$ cat src/rtl/register_read_serializer_if.sv
// Handshake bundle between a word source, the read serializer and a beat sink.
// The slave modport is the serializer's view; master is the view of the
// environment that offers words and accepts beats.
interface register_read_serializer_if #(
    parameter int DATA_WIDTH = 32,
    parameter int BEAT_WIDTH = 8
);
    logic                  in_valid;
    logic                  in_ready;
    logic [DATA_WIDTH-1:0] Din;
    logic                  out_valid;
    logic                  out_ready;
    logic [BEAT_WIDTH-1:0] Dout;
    logic                  out_last;

    modport slave (
        input  in_valid,
        input  Din,
        input  out_ready,
        output in_ready,
        output out_valid,
        output Dout,
        output out_last
    );

    modport master (
        output in_valid,
        output Din,
        output out_ready,
        input  in_ready,
        input  out_valid,
        input  Dout,
        input  out_last
    );
endinterface

$ cat src/rtl/register_read_serializer.sv
// Read-side serializer: takes a full word from a storage register and drains
// it as narrow beats, least-significant beat first, with per-beat flow control,
// last-beat marking and bubble-free back-to-back word acceptance.
module register_read_serializer #(
    parameter int DATA_WIDTH = 32,
    parameter int BEAT_WIDTH = 8
) (
    input  logic                        CLK,
    input  logic                        RST,
    input  logic                        EN,
    register_read_serializer_if.slave   bus,
    output logic                        busy
);
    localparam int BEATS = DATA_WIDTH / BEAT_WIDTH;
    localparam int CNT_W = (BEATS > 1) ? $clog2(BEATS) : 1;
    localparam logic [CNT_W-1:0] CNT_LAST = CNT_W'(BEATS - 1);
    localparam logic [CNT_W-1:0] CNT_ZERO = {CNT_W{1'b0}};

    localparam logic [0:0] IDLE  = 1'b0;
    localparam logic [0:0] SHIFT = 1'b1;

    logic [0:0]            state_r;
    logic [0:0]            state_n_s;
    logic [CNT_W-1:0]      cnt_r;
    logic [CNT_W-1:0]      cnt_n_s;
    logic [DATA_WIDTH-1:0] shreg_r;
    logic [DATA_WIDTH-1:0] shreg_n_s;

    logic cnt_last_s;
    logic out_valid_s;
    logic take_s;
    logic in_ready_s;
    logic acc_s;

    // Handshake qualifiers; out_ready feeds in_ready so a finishing word can
    // hand over to the next one in the same cycle.
    always_comb begin
        cnt_last_s  = (cnt_r == CNT_LAST);
        out_valid_s = EN & (state_r == SHIFT);
        take_s      = out_valid_s & bus.out_ready;
        in_ready_s  = EN & ((state_r == IDLE) | (take_s & cnt_last_s));
        acc_s       = EN & bus.in_valid & in_ready_s;
    end

    // Next-state selection: load on accept, shift on each consumed beat,
    // reload or retire after the final beat, hold otherwise.
    always_comb begin
        state_n_s = state_r;
        cnt_n_s   = cnt_r;
        shreg_n_s = shreg_r;
        if (!EN) begin
            state_n_s = state_r;
        end else begin
            case (state_r)
                IDLE: begin
                    if (acc_s) begin
                        shreg_n_s = bus.Din;
                        cnt_n_s   = CNT_ZERO;
                        state_n_s = SHIFT;
                    end else begin
                        state_n_s = IDLE;
                    end
                end
                SHIFT: begin
                    if (take_s && !cnt_last_s) begin
                        shreg_n_s = shreg_r >> BEAT_WIDTH;
                        cnt_n_s   = cnt_r + CNT_W'(1);
                    end else if (take_s && acc_s) begin
                        shreg_n_s = bus.Din;
                        cnt_n_s   = CNT_ZERO;
                        state_n_s = SHIFT;
                    end else if (take_s) begin
                        cnt_n_s   = CNT_ZERO;
                        state_n_s = IDLE;
                    end else begin
                        state_n_s = SHIFT;
                    end
                end
                default: begin
                    state_n_s = IDLE;
                    cnt_n_s   = CNT_ZERO;
                    shreg_n_s = {DATA_WIDTH{1'b0}};
                end
            endcase
        end
    end

    // State registers with synchronous reset taking priority over everything.
    always_ff @(posedge CLK) begin
        if (RST) begin
            state_r <= IDLE;
            cnt_r   <= CNT_ZERO;
            shreg_r <= {DATA_WIDTH{1'b0}};
        end else begin
            state_r <= state_n_s;
            cnt_r   <= cnt_n_s;
            shreg_r <= shreg_n_s;
        end
    end

    // Outputs: the beat comes straight off the shift register so it stays
    // stable under backpressure; busy ignores EN so a frozen word is visible.
    always_comb begin
        bus.in_ready  = in_ready_s;
        bus.out_valid = out_valid_s;
        bus.Dout      = shreg_r[BEAT_WIDTH-1:0];
        bus.out_last  = out_valid_s & cnt_last_s;
        busy          = (state_r == SHIFT);
    end
endmodule
$ cat src/flat_wrapper.sv
// flat-port wrapper written by rule: the top's interface ports become plain ports
module register_read_serializer_flat 
#(
    parameter int DATA_WIDTH = 32,
    parameter int BEAT_WIDTH = 8
)
  (CLK, RST, EN, busy, bus_in_valid, bus_Din, bus_out_ready, bus_in_ready, bus_out_valid, bus_Dout, bus_out_last);
  register_read_serializer_if #(.DATA_WIDTH(DATA_WIDTH), .BEAT_WIDTH(BEAT_WIDTH)) bus_i ();
  input  logic CLK;
  input  logic RST;
  input  logic EN;
  output logic busy;
  input wire logic [$bits(bus_i.in_valid)-1:0] bus_in_valid;
  input wire logic [$bits(bus_i.Din)-1:0] bus_Din;
  input wire logic [$bits(bus_i.out_ready)-1:0] bus_out_ready;
  output wire logic [$bits(bus_i.in_ready)-1:0] bus_in_ready;
  output wire logic [$bits(bus_i.out_valid)-1:0] bus_out_valid;
  output wire logic [$bits(bus_i.Dout)-1:0] bus_Dout;
  output wire logic [$bits(bus_i.out_last)-1:0] bus_out_last;
  assign bus_i.in_valid = bus_in_valid;
  assign bus_i.Din = bus_Din;
  assign bus_i.out_ready = bus_out_ready;
  assign bus_in_ready = bus_i.in_ready;
  assign bus_out_valid = bus_i.out_valid;
  assign bus_Dout = bus_i.Dout;
  assign bus_out_last = bus_i.out_last;
  register_read_serializer #(.DATA_WIDTH(DATA_WIDTH), .BEAT_WIDTH(BEAT_WIDTH)) u_core (.CLK(CLK), .RST(RST), .EN(EN), .bus(bus_i), .busy(busy));
endmodule
$ cat config.mk
export PLATFORM = sky130hd
export DESIGN_NAME = register_read_serializer_flat
export DESIGN_NICKNAME = d
export VERILOG_FILES = /design/src/rtl/register_read_serializer_if.sv /design/src/rtl/register_read_serializer.sv /design/src/flat_wrapper.sv
export SDC_FILE = /design/constraint.sdc
export NUM_CORES = 1
export LEC_CHECK = 0
export CAP_MARGIN = 20
export CELL_PAD_IN_SITES_DETAIL_PLACEMENT = 0
export CELL_PAD_IN_SITES_GLOBAL_PLACEMENT = 1
export CORE_AREA = 2 2 100 64
export DETAILED_ROUTE_END_ITERATION = 12
export DIE_AREA = 0 0 102 66
export PLACE_DENSITY = 0.73
export SYNTH_ARGS = -nofsm -noshare
export SYNTH_HDL_FRONTEND = slang
export SYNTH_SLANG_ARGS = --single-unit
$ cat constraint.sdc
create_clock -name CLK -period 1.4 [get_ports CLK]
set_input_delay 0.35 -clock CLK [delete_from_list [all_inputs] [get_ports CLK]]
set_output_delay 0.35 -clock CLK [all_outputs]
set_load 0.05 [all_outputs]
==> impl_results.rst, run 1 <==
.. list-table::
   :header-rows: 1

   * - Metric
     - Value
   * - Clock Skew
     - 0.00861 ns
   * - Die Wd
     - 102 µm
   * - Busiest layer in global routing
     - met2
   * - Number of antenna repair diodes
     - 0
   * - Transition at the pin with the smallest max-transition slack
     - 0.411 ns
   * - Maximum buffer depth of the clock tree
     - 2
   * - Part of the Yosys area used for sequential elements
     - 0.389
   * - Syn Area/Cell
     - 9.01 µm²
   * - Top-level port count
     - 49
   * - H-tree levels
     - 2
   * - Leakage power of the design
     - 1.21 nW
   * - Clock Power Share
     - 0.309
   * - Crit path max fanout
     - 3
   * - Cell-internal power
     - 0.00203 W
   * - Final worst-path cycle share
     - 1.14
   * - Vias after detailed routing
     - 1595
   * - Die H
     - 66 µm
   * - Global routing usage on met2
     - 0.271
   * - Post-layout net count
     - 297
   * - Post-Syn Area
     - 1800 µm²
   * - Remaining antenna violation count
     - 0
   * - Headroom to the max-slew limit
     - 0.726
   * - Crit Path Category
     - flop to output port
   * - Met1 layer usage reported by global route
     - 0.226
   * - Power Total
     - 0.00286 W
   * - Final non-filler cell total
     - 344
   * - Number of failing setup endpoints in the final timing report
     - 37
   * - Outcome
     - complete, but fails checks
   * - Hold Crit Class
     - flop to flop
   * - Initial antenna violation count
     - 0
   * - # hold bufs at CTS
     - 0
   * - Worst Setup End Kind
     - output port
   * - Pwr/cell area
     - 918 nW/µm²
   * - WL per Instance
     - 15.5 µm
   * - Count of port buffers added during placement
     - 48
   * - Number of endpoints with negative hold slack in the final report
     - 0
   * - DRC violation total after the first TritonRoute iteration
     - 58
   * - Number of iterations in the first detailed-routing pass
     - 4
   * - GRT Overall Usage
     - 0.167
   * - Initial core utilization
     - 0.309
   * - Total of flip-flops plus latches after synthesis
     - 35
   * - Worst Path Required
     - 1.05 ns
   * - First-pass GRT wire length
     - 8470 µm
   * - Time the final worst path needs with I/O delays and setup
     - 1.60 ns
   * - Met3 routing resource usage after global routing
     - 0.0402
   * - Largest net degree at the start of global routing
     - 33
   * - Most frequent cells in the layout
     - clkdlybuf4s50_1 (32), dfxtp_1 (32), nand2_1 (28)
   * - Clock-pin slew of the registers on the worst-case setup and hold paths
     - 0.07 ns
   * - Gate count after technology mapping
     - 200
   * - Fraction of power consumed by sequential logic
     - 0.400
   * - Clock latency of the later-clocked register in the worst-skew pair
     - 0.29 ns
   * - Via count of the first global-routing pass
     - 1653
   * - Clock sink total
     - 35
   * - Smallest setup slack after layout
     - -0.198 ns
   * - Arr. time, crit path
     - 1.25 ns
   * - Combinational power share
     - 0.292
   * - Half-perimeter wire length after detailed placement
     - 3150 µm
   * - Total of fill cells in the finished design
     - 540
   * - Layout cell share with drive strength beyond 1
     - 0.450
   * - CTS buffer count
     - 5
   * - Sw power
     - 0.000833 W
   * - Remaining design rule violation count
     - 0
   * - Syn-to-layout area delta
     - 73.1%
   * - Residual overflow from global routing
     - 0
   * - Die footprint
     - 6730 µm²
   * - Std-Cell Core Area
     - 5840 µm²
   * - Yosys synthesis warning count
     - 0
   * - Post-Syn Nets
     - 238
   * - TritonCTS clock tree
     - done
   * - Gp weighted congestion
     - 0.753
   * - Switching part of the total
     - 0.291
   * - Via/cell ratio
     - 4.64
   * - # placed instances
     - 321
   * - Synth unique cells
     - 29
   * - Count of max-cap constraint violations
     - 0
   * - Cell at the root of the clock tree
     - clkbuf_8
   * - Core Util, Final
     - 0.535
   * - Slew Limit Fails
     - 0
   * - Setup repair after global routing missed its margin
     - true
   * - Total number of placement rows
     - 22
   * - Detailed-route wire length
     - 5330 µm
   * - Achievable clock frequency
     - 0.626 GHz
   * - Violations in the final reports
     - setup timing
   * - Worst vdd rail ir drop
     - 0.000471 V
   * - Nature of the critical path startpoint
     - flop
==> cells in the mapped netlist <==
cell type,instances,share of area
dfxtp_1,35,0.39
nand2_1,34,0.071
nor2_1,26,0.054
a211oi_2,17,0.12
a21oi_2,17,0.083
a21oi_1,15,0.042
buf_4,12,0.050
nand3_1,8,0.022
a211oi_1,6,0.025
buf_2,5,0.014
clkbuf_1,4,0.0083
a311oi_2,2,0.017
buf_12,2,0.022
buf_6,2,0.012
a21boi_0,1,0.0042
a22oi_1,1,0.0042
a31oi_1,1,0.0035
and2_4,1,0.0049
and3_1,1,0.0035
and3b_1,1,0.0049
ha_1,1,0.0069
inv_1,1,0.0021
mux2_2,1,0.0062
nand2_4,1,0.0062
nand3b_1,1,0.0042
nor2_2,1,0.0035
nor2b_2,1,0.0049
o221a_2,1,0.0062
o221ai_2,1,0.0083
==> registers in the layout, indices dropped and copies added, names as in the netlist <==
signal          flops
u_core.shreg_r     32
u_core.cnt_r        2
u_core.busy         1
==> cell type report <==
cell class	instances	area [µm²]	share of cell area
clock buffer	7	108	0.0345
clock inverter	1	5.00	0.00160
inverter	1	3.75	0.00120
multi-input combinational	139	1080	0.345
sequential	35	707	0.227
tap	84	105	0.0337
timing repair buffer	77	1110	0.357
==> logic make-up (layout without fill, tap and decap cells) <==
kind of cell             count (synthesis)  after routing  share of synthesized area
AND/OR/NAND/NOR                         75             75                      0.179
adder cells (fa/ha/maj)                  1              1                    0.00694
flip-flops                              35             35                      0.389
AO/OA/AOI/OAI                           62             62                      0.310
buffers and inverters                   26             86                      0.109
multiplexers                             1              1                    0.00625
==> final timing paths <==
kind | slack [ns] | end | cells after the start | startpoint
max | -0.20 | bus_in_ready | 5 | u_core.cnt_r[1]
min | 0.47 | u_core.shreg_r[25] | 2 | u_core.shreg_r[25]
max reg2reg | -0.20 | u_core.shreg_r[25] | 8 | u_core.cnt_r[1]
min reg2reg | 0.47 | u_core.shreg_r[25] | 2 | u_core.shreg_r[25]
==> worst max-delay path, stage by stage (launching register included) <==
cell and delay, ns:
dfxtp_2 0.35, ha_4 0.14, buf_6 0.11, nand2_4 0.05, a21boi_4 0.16, buf_12 0.15
==> per-layer routing <==
layer	share of wire	routed length, µm
met5	0	0
met4	0.0036	19
met3	0.041	219
met2	0.43	2300
met1	0.52	2790
==> power by group through the flow <==
stage	clock, W	sequential, W	combinational (W)
finish	0.000884	0.00115	0.000836
global route	0.000944	0.00115	0.000888
CTS	0.000885	0.00114	0.000824
detailed placement	0	0.00116	0.000671
global placement	0	0.00116	0.000664
floorplan	0	0.00114	0.000391
==> through the flow <==
| step | setup WS [ns] | hold WS (ns) | cell area, µm² | setup TNS [ns] |
|---|---|---|---|---|
| after global placement | -0.369 | 0.443 | 2550 | -11.78 |
| after CTS | -0.195 | 0.456 | 3080 | -5.28 |
| after floorplan | -0.0803 | 0.432 | 1830 | -1.39 |
| after detailed placement | -0.405 | 0.447 | 2550 | -12.95 |
| after global routing | -0.259 | 0.488 | 3120 | -6.92 |
| final | -0.198 | 0.470 | 3120 | -4.59 |
==> timing repair <==
| action | CTS | global route |
|---|---|---|
| setup endpoints to repair | 36 | 37 |
| pin swaps | 9 | 18 |
| gates resized for setup | 33 | 14 |
| gates cloned | 8 | 2 |
| setup buffers | 8 | 0 |
No activity file was read; power rests on OpenSTA's default activity.
==> inputs of run 2 (changes only) <==
Settings changed: CAP_MARGIN 20 to 10, SLEW_MARGIN set to 15.
==> results of run 2 <==
No change in the layout: final DEF, timing and power equal those of run 1.
